<file path="src/rtl/irq_arbiter_if.sv">
// Interrupt arbiter bus: raw interrupt lines and pipeline status in,
// interrupt request, cause code, acknowledges and handler status out.
interface irq_arbiter_if #(
    parameter int NUM_SRC = 4
);
    logic [NUM_SRC-1:0] irq_src;
    logic [NUM_SRC-1:0] irq_enable;
    logic               mie_global;
    logic               inst_valid_mem;
    logic               stall;
    logic               exception_mem;
    logic               mret;
    logic               interrupt;
    logic [7:0]         irq_code;
    logic [NUM_SRC-1:0] irq_ack;
    logic               in_handler;

    // Core / device side: drives the interrupt lines and pipeline status.
    modport master (
        output irq_src, irq_enable, mie_global, inst_valid_mem, stall,
               exception_mem, mret,
        input  interrupt, irq_code, irq_ack, in_handler
    );

    // Arbiter side.
    modport slave (
        input  irq_src, irq_enable, mie_global, inst_valid_mem, stall,
               exception_mem, mret,
        output interrupt, irq_code, irq_ack, in_handler
    );
endinterface

</file>
<file path="src/rtl/irq_arbiter.sv">
// Fixed-priority interrupt arbiter. Synchronises the raw interrupt lines,
// latches rising edges for edge-mode sources, picks the lowest-index eligible
// source and injects it at a clean MEM-stage boundary. No nesting: once taken,
// nothing new is accepted until mret.
module irq_arbiter #(
    parameter int                 NUM_SRC    = 4,
    parameter logic [NUM_SRC-1:0] EDGE_MASK  = '0,
    parameter int                 CAUSE_BASE = 16
) (
    input  logic         clk,
    input  logic         rst,
    irq_arbiter_if.slave bus
);
    localparam int SEL_W = (NUM_SRC > 1) ? $clog2(NUM_SRC) : 1;

    typedef enum logic [1:0] {
        IDLE    = 2'd0,
        ARMED   = 2'd1,
        HANDLER = 2'd2
    } state_t;

    state_t             state;
    logic [SEL_W-1:0]   sel;
    logic [NUM_SRC-1:0] s1, s2, s3;
    logic [NUM_SRC-1:0] pend;
    logic [NUM_SRC-1:0] rise;
    logic [NUM_SRC-1:0] req;
    logic [NUM_SRC-1:0] elig;
    logic [SEL_W-1:0]   winner;
    logic               any_elig;
    logic               fire;

    // Two-flop synchroniser on the raw lines, plus a third stage for edge detection.
    // NOTE: sequential state uses non-blocking assignments so every flop samples
    // the pre-edge value of its neighbour; blocking here would collapse the chain.
    always_ff @(posedge clk or posedge rst) begin
        if (rst) begin
            s1 <= '0;
            s2 <= '0;
            s3 <= '0;
        end else begin
            s1 <= bus.irq_src;
            s2 <= s1;
            s3 <= s2;
        end
    end

    // Edge-mode pending bits: set by a synchronised rising edge, held until acknowledged.
    // Repeated edges before the ack merge into a single request.
    always_ff @(posedge clk or posedge rst) begin
        if (rst) begin
            pend <= '0;
        end else begin
            pend <= (pend | rise) & ~bus.irq_ack & EDGE_MASK;
        end
    end

    // Request, eligibility and fixed-priority pick (lowest index wins).
    // NOTE: every signal written here gets a default first, so no path can
    // leave a value unassigned and infer a latch.
    always_comb begin
        rise     = s2 & ~s3;
        req      = (EDGE_MASK & (pend | rise)) | (~EDGE_MASK & s2);
        elig     = req & bus.irq_enable & {NUM_SRC{bus.mie_global}};
        any_elig = |elig;
        winner   = '0;
        for (int i = NUM_SRC - 1; i >= 0; i--) begin
            if (elig[i]) winner = SEL_W'(i);
        end
    end

    // Take the armed source only on a real, unstalled, exception-free MEM instruction.
    always_comb begin
        fire = (state == ARMED) && elig[sel] && bus.inst_valid_mem &&
               !bus.stall && !bus.exception_mem;
    end

    // Control FSM: arm on any eligible source, fire or abandon, then wait for mret.
    always_ff @(posedge clk or posedge rst) begin
        if (rst) begin
            state <= IDLE;
            sel   <= '0;
        end else begin
            case (state)
                IDLE: begin
                    if (any_elig) begin
                        state <= ARMED;
                        sel   <= winner;
                    end
                end
                ARMED: begin
                    if (fire) begin
                        state <= HANDLER;
                    end else if (!elig[sel]) begin
                        state <= IDLE;
                    end
                end
                HANDLER: begin
                    if (bus.mret) state <= IDLE;
                end
                default: state <= IDLE;
            endcase
        end
    end

    // Outputs: interrupt, cause and ack appear combinationally in the firing cycle only.
    always_comb begin
        bus.interrupt  = fire;
        bus.irq_code   = fire ? 8'(CAUSE_BASE + int'(sel)) : 8'd0;
        bus.irq_ack    = '0;
        if (fire) bus.irq_ack[sel] = 1'b1;
        bus.in_handler = (state == HANDLER);
    end
endmodule

</file>
<file path="src/flat_wrapper.sv">
// flat-port wrapper written by rule: the top's interface ports become plain ports
module irq_arbiter_flat 
#(
    parameter int                 NUM_SRC    = 4,
    parameter logic [NUM_SRC-1:0] EDGE_MASK  = '0,
    parameter int                 CAUSE_BASE = 16
)
  (clk, rst, bus_irq_src, bus_irq_enable, bus_mie_global, bus_inst_valid_mem, bus_stall, bus_exception_mem, bus_mret, bus_interrupt, bus_irq_code, bus_irq_ack, bus_in_handler);
  irq_arbiter_if #(.NUM_SRC(NUM_SRC)) bus_i ();
  input  logic clk;
  input  logic rst;
  input wire logic [$bits(bus_i.irq_src)-1:0] bus_irq_src;
  input wire logic [$bits(bus_i.irq_enable)-1:0] bus_irq_enable;
  input wire logic [$bits(bus_i.mie_global)-1:0] bus_mie_global;
  input wire logic [$bits(bus_i.inst_valid_mem)-1:0] bus_inst_valid_mem;
  input wire logic [$bits(bus_i.stall)-1:0] bus_stall;
  input wire logic [$bits(bus_i.exception_mem)-1:0] bus_exception_mem;
  input wire logic [$bits(bus_i.mret)-1:0] bus_mret;
  output wire logic [$bits(bus_i.interrupt)-1:0] bus_interrupt;
  output wire logic [$bits(bus_i.irq_code)-1:0] bus_irq_code;
  output wire logic [$bits(bus_i.irq_ack)-1:0] bus_irq_ack;
  output wire logic [$bits(bus_i.in_handler)-1:0] bus_in_handler;
  assign bus_i.irq_src = bus_irq_src;
  assign bus_i.irq_enable = bus_irq_enable;
  assign bus_i.mie_global = bus_mie_global;
  assign bus_i.inst_valid_mem = bus_inst_valid_mem;
  assign bus_i.stall = bus_stall;
  assign bus_i.exception_mem = bus_exception_mem;
  assign bus_i.mret = bus_mret;
  assign bus_interrupt = bus_i.interrupt;
  assign bus_irq_code = bus_i.irq_code;
  assign bus_irq_ack = bus_i.irq_ack;
  assign bus_in_handler = bus_i.in_handler;
  irq_arbiter #(.NUM_SRC(NUM_SRC), .EDGE_MASK(EDGE_MASK), .CAUSE_BASE(CAUSE_BASE)) u_core (.clk(clk), .rst(rst), .bus(bus_i));
endmodule
</file>
<file path="config.mk">
export PLATFORM = sky130hd
export DESIGN_NAME = irq_arbiter_flat
export DESIGN_NICKNAME = d
export VERILOG_FILES = /design/src/rtl/irq_arbiter_if.sv /design/src/rtl/irq_arbiter.sv /design/src/flat_wrapper.sv
export SDC_FILE = /design/constraint.sdc
export NUM_CORES = 1
export LEC_CHECK = 0
export BUFFER_PORTS_ARGS = -buffer_cell sky130_fd_sc_hd__buf_4
export CORE_MARGIN = 3
export CORE_UTILIZATION = 39
export DETAILED_ROUTE_END_ITERATION = 12
export PLACE_DENSITY = 0.7
export SETUP_SLACK_MARGIN = 0.4
export SYNTH_ARGS = -nofsm -noshare
export SYNTH_HDL_FRONTEND = slang
export SYNTH_SLANG_ARGS = --single-unit
</file>
<file path="constraint.sdc">
create_clock -name clk -period 3.83 [get_ports clk]
set_clock_uncertainty 0.2 [all_clocks]
set_input_delay 0.1915 -clock clk [delete_from_list [all_inputs] [get_ports clk]]
set_output_delay 0.1915 -clock clk [all_outputs]
set_load 0.01 [all_outputs]
</file>
==> metrics, run 1 <==
outcome=finished clean; Post-DP HPWL=roughly 770 um; Layout fillers=103; crit start category=flip-flop; Max Freq=roughly 0.41 GHz; die height=around 43 um; crit path from=u_core.sel[0]$_DFFE_PP0P_; Area Overhead vs Synth=47.1%; DRC viols=0; number of setup buffers added after CTS=0; vias in the first global route=around 380; Syn Inst Count=51; initial antenna violation count=0; max-cap violation count=0; share of layout cells above drive strength 1=0.402; biggest area consumer among synthesized cells=dfrtp_1; via/cell ratio=roughly 4.6; Net Switching=0.0662 mW; Fin Setup TNS=0 ns; sequential share of power=0.511; TritonCTS clock tree=built; total grt overflow=0; final hold violations=0; Synth area leaders=dfrtp_1 (55%), buf_4 (8.3%), nand2_1 (5.5%), mux4_2 (4.1%), nor3b_1 (4.1%); Die Area=approximately 1900 um^2; DR iter-0 viols=2; Layout Utilization=0.667; clock network power share=0.344; worst r2r dst=u_core.state[1]$_DFFE_PP0P_; H-tree depth=1; Clock transition at path regs=0.07 ns; cts hold-fix bufs=6; Worst R2R Start=u_core.sel[0]$_DFFE_PP0P_; critical path peak fanout=7; Max VDD drop=approximately 0.00026 V; Int Pwr=0.220 mW; sequential area share after synthesis=0.552; first-pass GRT wire length=approximately 1.5 mm; IO Pins=29; number of detailed-route iterations in the first pass=3; Avg Synthesized Cell Area=10.7 um^2; worst-skew pair later-pin latency=0.27 ns; Final period util=0.640; Vias=437; cell area after synthesis=about 540 um^2; r2r setup slk=2.03 ns; post-route antenna net violation count=0; Worst Setup End Kind=output port; ant diodes=0; unrepaired setup endpoints after global routing=no; row count=12; routability-driven placement congestion ratio=roughly 0.7; PortBufs=23; layout net count=about 100; Leak=around 0.42 nW; max-slew violations=0; clk buf depth=2; gr usage total=0.111; die width=roughly 43 um; initial core utilization=0.453; cts bufs inserted=3; Yosys warnings=0; required time of the critical path=3.44 ns; worst reg2reg path depth=3; critical path class=flip-flop to output port; Hold WC Path Type=primary input to flip-flop; Worst setup endpoint=bus_irq_ack[2]; largest net degree at the start of global routing=13; Yosys reg bits=12; post-layout min period=about 2.4 ns; Sw Share=0.232; cts repair resizes=0; Sink Count=12; Setup Viol. Count Final=0; PwrDens=357 nW/um^2; Synth cell types=21; Worst EP arrival=slightly above 2 ns; Placeable Area=1200 um^2; post-synth top area share=0.552; Root Driver=clkbuf_4; routed length per instance=around 11 um; routed wire length=1.04 mm; logic gate share of total power=0.145
per-layer routing:
metal | global-route usage | vias to the layer above | share of wire
met5 | 0 | - | 0
met3 | 0.0166 | 2 | 0.11
li1 | - | 222 | -
met2 | 0.206 | 24 | 0.52
met1 | 0.112 | 189 | 0.35
met4 | 0.0723 | 0 | 0.019
Yosys cell counts (all sizes together):
| library cell | n |
|---|---|
| a21bo | 1 |
| nor3b | 3 |
| buf | 6 |
| and3 | 1 |
| nand3b | 1 |
| dfrtp | 12 |
| inv | 3 |
| or3 | 1 |
| nand2 | 8 |
| conb | 1 |
| and2 | 2 |
| nor3 | 1 |
| nor2 | 2 |
| mux4 | 1 |
| nand3 | 1 |
| nand2b | 1 |
| o21ai | 2 |
| mux2 | 1 |
| a21oi | 3 |
worst min path at each step:
| stage | startpoint | depth (start not counted) | slack [ns] | end |
|---|---|---|---|---|
| after floorplan | rst | 1 | -0.14 | u_core.req[0]$_DFF_PP0_ |
| after global placement | rst | 2 | 0.02 | u_core.s1[2]$_DFF_PP0_ |
| after detailed placement | rst | 2 | 0.01 | u_core.s1[3]$_DFF_PP0_ |
| after CTS | bus_inst_valid_mem | 3 | 0.04 | u_core.state[0]$_DFFE_PP0P_ |
| after global routing | bus_inst_valid_mem | 3 | 0.06 | u_core.state[0]$_DFFE_PP0P_ |
| final | bus_inst_valid_mem | 3 | 0.04 | u_core.state[0]$_DFFE_PP0P_ |
flip-flops by register name, indices dropped and copies added (netlist names):
name          flops
u_core.state      2
u_core.s1         4
u_core.sel        2
u_core.req        4
power by group through the flow:
stage	combinational, mW	sequential (mW)	clock (mW)
global placement	0.0363	0.148	0
CTS	0.0416	0.146	0.102
finish	0.0414	0.146	0.0983
global route	0.0461	0.148	0.106
floorplan	0.0261	0.146	0
detailed placement	0.0368	0.149	0
placed cells by master, fill, tap and decap left out, types with 2 or more instances in the layout:
cell type | Yosys | layout
buf_4 | 6 | 23
dfrtp_1 | 12 | 12
nand2_1 | 8 | 8
dlygate4sd3_1 | 0 | 6
conb_1 | 1 | 5
nor3b_1 | 3 | 3
a21oi_1 | 3 | 3
clkbuf_4 | 0 | 3
nor2_1 | 2 | 2
o21ai_0 | 2 | 2
inv_1 | 2 | 2
kinds of logic (layout without fill, tap and decap cells):
| logic type | Yosys count | after routing | synth area share |
|---|---|---|---|
| buf+inv | 9 | 36 | 0.103 |
| mux | 2 | 2 | 0.0621 |
| other cells | 1 | 5 | 0.00689 |
| flops | 12 | 12 | 0.552 |
| compound gates | 6 | 6 | 0.0644 |
| simple gates | 21 | 21 | 0.212 |
worst max-delay path, cell delays in order, from the launching register on:
cell and delay [ns]:
dfrtp_1 0.45, mux4_2 0.54, or3_4 0.43, nor3b_1 0.22
buf_4 0.15
stage by stage:
stage	hold slack, ns	power, mW	instance area, um^2	instances	setup WS, ns
after detailed placement	0.0106	0.185	704	86	1.67
final	0.0445	0.286	801	96	1.38
after global placement	0.0176	0.184	704	86	1.71
after CTS	0.0415	0.289	801	96	1.36
after floorplan	-0.144	0.172	559	55	1.75
after global routing	0.0572	0.300	801	96	1.22
layout make-up:
type	count	area (um^2)	area share
multi-input cells	34	203	0.253
repair buffers	29	233	0.291
inverters	3	11.3	0.0141
flip-flops and latches	12	300	0.375
well taps	14	17.5	0.0219
clock buffers	4	36.3	0.0453
Note: power is estimated with default switching activity, not from simulation.
==> inputs of run 2 (changes only) <==
Settings changed: ABC_AREA set to 1, PLACE_DENSITY 0.7 to 0.68.
Clock period 3.83 ns to 2.29 ns, I/O delays scaled along.
==> run 2 against run 1 <==
Effect of this change: area after synthesis is 12% higher; cell count is 22% higher; clock-buffer cell count stayed put; largest cell class unchanged.
==> metrics, run 2 <==
initial antenna violation count=0 (unchanged); Vias=518 (+19%); post-synth top area share=0.492 (-0.0599); Layout fillers=118 (+15%); Hold WC Path Type=primary input to flip-flop; crit start category=flip-flop; cell area after synthesis=611 um^2 (+12%); Syn Inst Count=69 (+35%); storage element area=302 um^2 (+0.42%); Clock transition at path regs=0.07 ns (about the same); H-tree depth=1 (unchanged); die width=45.6 um (+5.1%); Hold Slack=0.0301 ns (-0.0145 ns); routed length per instance=9.28 um (-14%); Root Driver=clkbuf_4; cell-by-cell trace of the critical path=nand2_1 > inv_1 > nand2_1 > nand2_2 > nor2_4 > nand3_4 > nor2_1 > buf_4; Leak=0.490 nW (+17%); sequential area share after synthesis=0.492 (-0.0599); Sink Count=12 (unchanged); biggest area consumer among synthesized cells=dfrtp_1; most frequent cell after synthesis=dfrtp_1; Max Freq=0.560 GHz; Layout Utilization=0.641 (-0.0259); Worst Setup End Kind=output port; Placeable Area=1380 um^2 (+15%); first-pass GRT wire length=1.83 mm (+23%); Yosys reg bits=12 (unchanged); Synth area leaders=dfrtp_1 (49%), buf_4 (7.4%), inv_1 (6.8%), nand2_1 (6.8%), nor2_1 (5.5%); crit-path leading delay family=simple AND/OR/NAND/NOR gates; Compound-Gate Fraction of Synth Area=0.0697 (+0.00530); placed inst area=761 um^2 (+8.0%); Final WS setup=0.505 ns (-0.875 ns); via/cell ratio=4.43 (-2.7%); asr flop ratio synth=1.00 (unchanged); post-route antenna net violation count=0 (unchanged); layout net count=118 (+20%); final non-filler cell total=117 (+22%); initial core utilization=0.442 (-0.0115); routability-driven placement congestion ratio=0.801 (+16%); number of detailed-route iterations in the first pass=4 (+1); number of synthesized flops with an enable pin=0 (unchanged); die height=45.6 um (+5.1%); Place WS=0.775 ns (-0.895 ns); Yosys warnings=0 (unchanged); outcome=finished clean; vias in the first global route=463 (+22%); Slowest-stage cell, CP=dfrtp_2; PortBufs=23 (unchanged); cts bufs inserted=3 (unchanged); critical path peak fanout=8 (+1); DRC viols=0 (unchanged); routed wire length=1.09 mm (+4.8%); required time of the critical path=1.98 ns (-1.46 ns); synth cell count leaders=dfrtp_1 (12), inv_1 (11), nand2_1 (11); Area Overhead vs Synth=45.1%; TritonCTS clock tree=built; unrepaired setup endpoints after global routing=yes; portion of netlist area occupied by mux cells=0 (-0.0621); Slowest Stage Delay on Critical Path=0.45 ns (-0.09 ns); critical path class=flip-flop to output port; Worst EP arrival=1.47 ns (-0.59 ns); largest net degree at the start of global routing=13 (unchanged); PwrDens=739 nW/um^2 (+110%); Placed Cells=104 (+21%); post-layout min period=1.78 ns; xor and xnor fraction of the mapped netlist area=0 (unchanged); footprint of the multi-input gates=228 um^2 (+12%); post-synthesis simple-gate area fraction=0.273 (+0.0610); Setup Viol. Count Final=0 (unchanged); Main synth FF type=dfrtp_1; ant diodes=0 (unchanged); most used cell along the critical path=nand2_1; largest family of logic cells by synthesized area=simple AND/OR/NAND/NOR gates; gr usage total=0.126 (+0.0158); total power of the final layout=0.654 mW (+130%); row count=13 (+1); clk buf depth=2 (unchanged); final hold violations=0 (unchanged); Fin Setup TNS=0 ns (unchanged); Max VDD drop=0.000394 V (+54%); max-cap violation count=0 (unchanged); Adder-Cell Fraction of Synth Area=0 (unchanged); total grt overflow=0 (unchanged); cell area after layout=886 um^2 (+11%); commonest non-fill, non-tap cell in the layout=buf_4; worst-skew pair later-pin latency=0.26 ns (about the same); Synth cell types=17 (-19%); max-slew violations=0 (unchanged); Die Area=2080 um^2 (+10%); share of layout cells above drive strength 1=0.343 (-0.0593); Avg Synthesized Cell Area=8.85 um^2 (-17%); Final period util=0.779; most frequent cells in the layout=buf_4 (24), nand2_1 (11), dfrtp_1 (11), inv_1 (10), nor2_1 (9); IO Pins=29 (unchanged); Crit path buffers/inverters=2 (+1); Post-DP HPWL=838 um (+9.3%); DR iter-0 viols=7 (+5)
-- run 2: cell types whose count changed after synthesis, moves of 2 or more --
cell,before,now
inv_1,2,11
nand3_1,1,5
nand2_1,8,11
o21ai_1,0,2
nor3b_1,3,0
nor2_1,2,9
-- run 2: area by class of cell --
type	count	share of cell area
inverters	11	0.0466
clock buffers	4	0.0410
multi-input cells	43	0.257
flip-flops and latches	12	0.340
well taps	15	0.0212
repair buffers	32	0.294
-- run 2: where the power goes --
group          internal [mW]  total (mW)  switching (mW)
logic                 0.0971       0.218           0.121
registers              0.245       0.277          0.0318
clock network         0.0965       0.159          0.0629
-- run 2: metal layers --
layer | share of wire | global-route usage
met1 | 0.41 | 0.143
met2 | 0.49 | 0.212
met3 | 0.077 | 0.0119
met4 | 0.020 | 0.105
met5 | 0 | 0
-- run 2: path summary, 6_finish.rpt --
check | cells after the start | from | slack, ns | end
max | 8 | u_core.sel[0]$_DFFE_PP0P_ | 0.51 | bus_irq_ack[3]
min | 4 | bus_irq_enable[2] | 0.03 | u_core.sel[0]$_DFFE_PP0P_
max reg2reg | 4 | u_core.req[3]$_DFF_PP0_ | 0.95 | u_core.sel[0]$_DFFE_PP0P_
min reg2reg | 0 | u_core.s1[2]$_DFF_PP0_ | 0.15 | u_core.req[2]$_DFF_PP0_
max in group asynchronous | 3 | rst | 1.39 | u_core.sel[0]$_DFFE_PP0P_
min in group asynchronous | 3 | rst | 0.19 | u_core.s1[0]$_DFF_PP0_
-- run 2: tightest hold or removal path, cell delays in order --
cell,delay (ns)
buf_4,0.08
a21oi_1,0.05
o21ai_0,0.12
o21ai_0,0.09
-- run 2: cells by family after synthesis --
| family | after synthesis |
|---|---|
| compound gates | 8 |
| buf+inv | 18 |
| flops | 12 |
| simple gates | 30 |
| other cells | 1 |
-- run 2: timing repair --
item / in CTS / in global routing
endpoints found under the setup margin: 0 / 7
buffers inserted: 0 / 1
hold buffers: 8 / 0
resized for setup: 0 / 2
hold endpoints to repair: 18 / 0
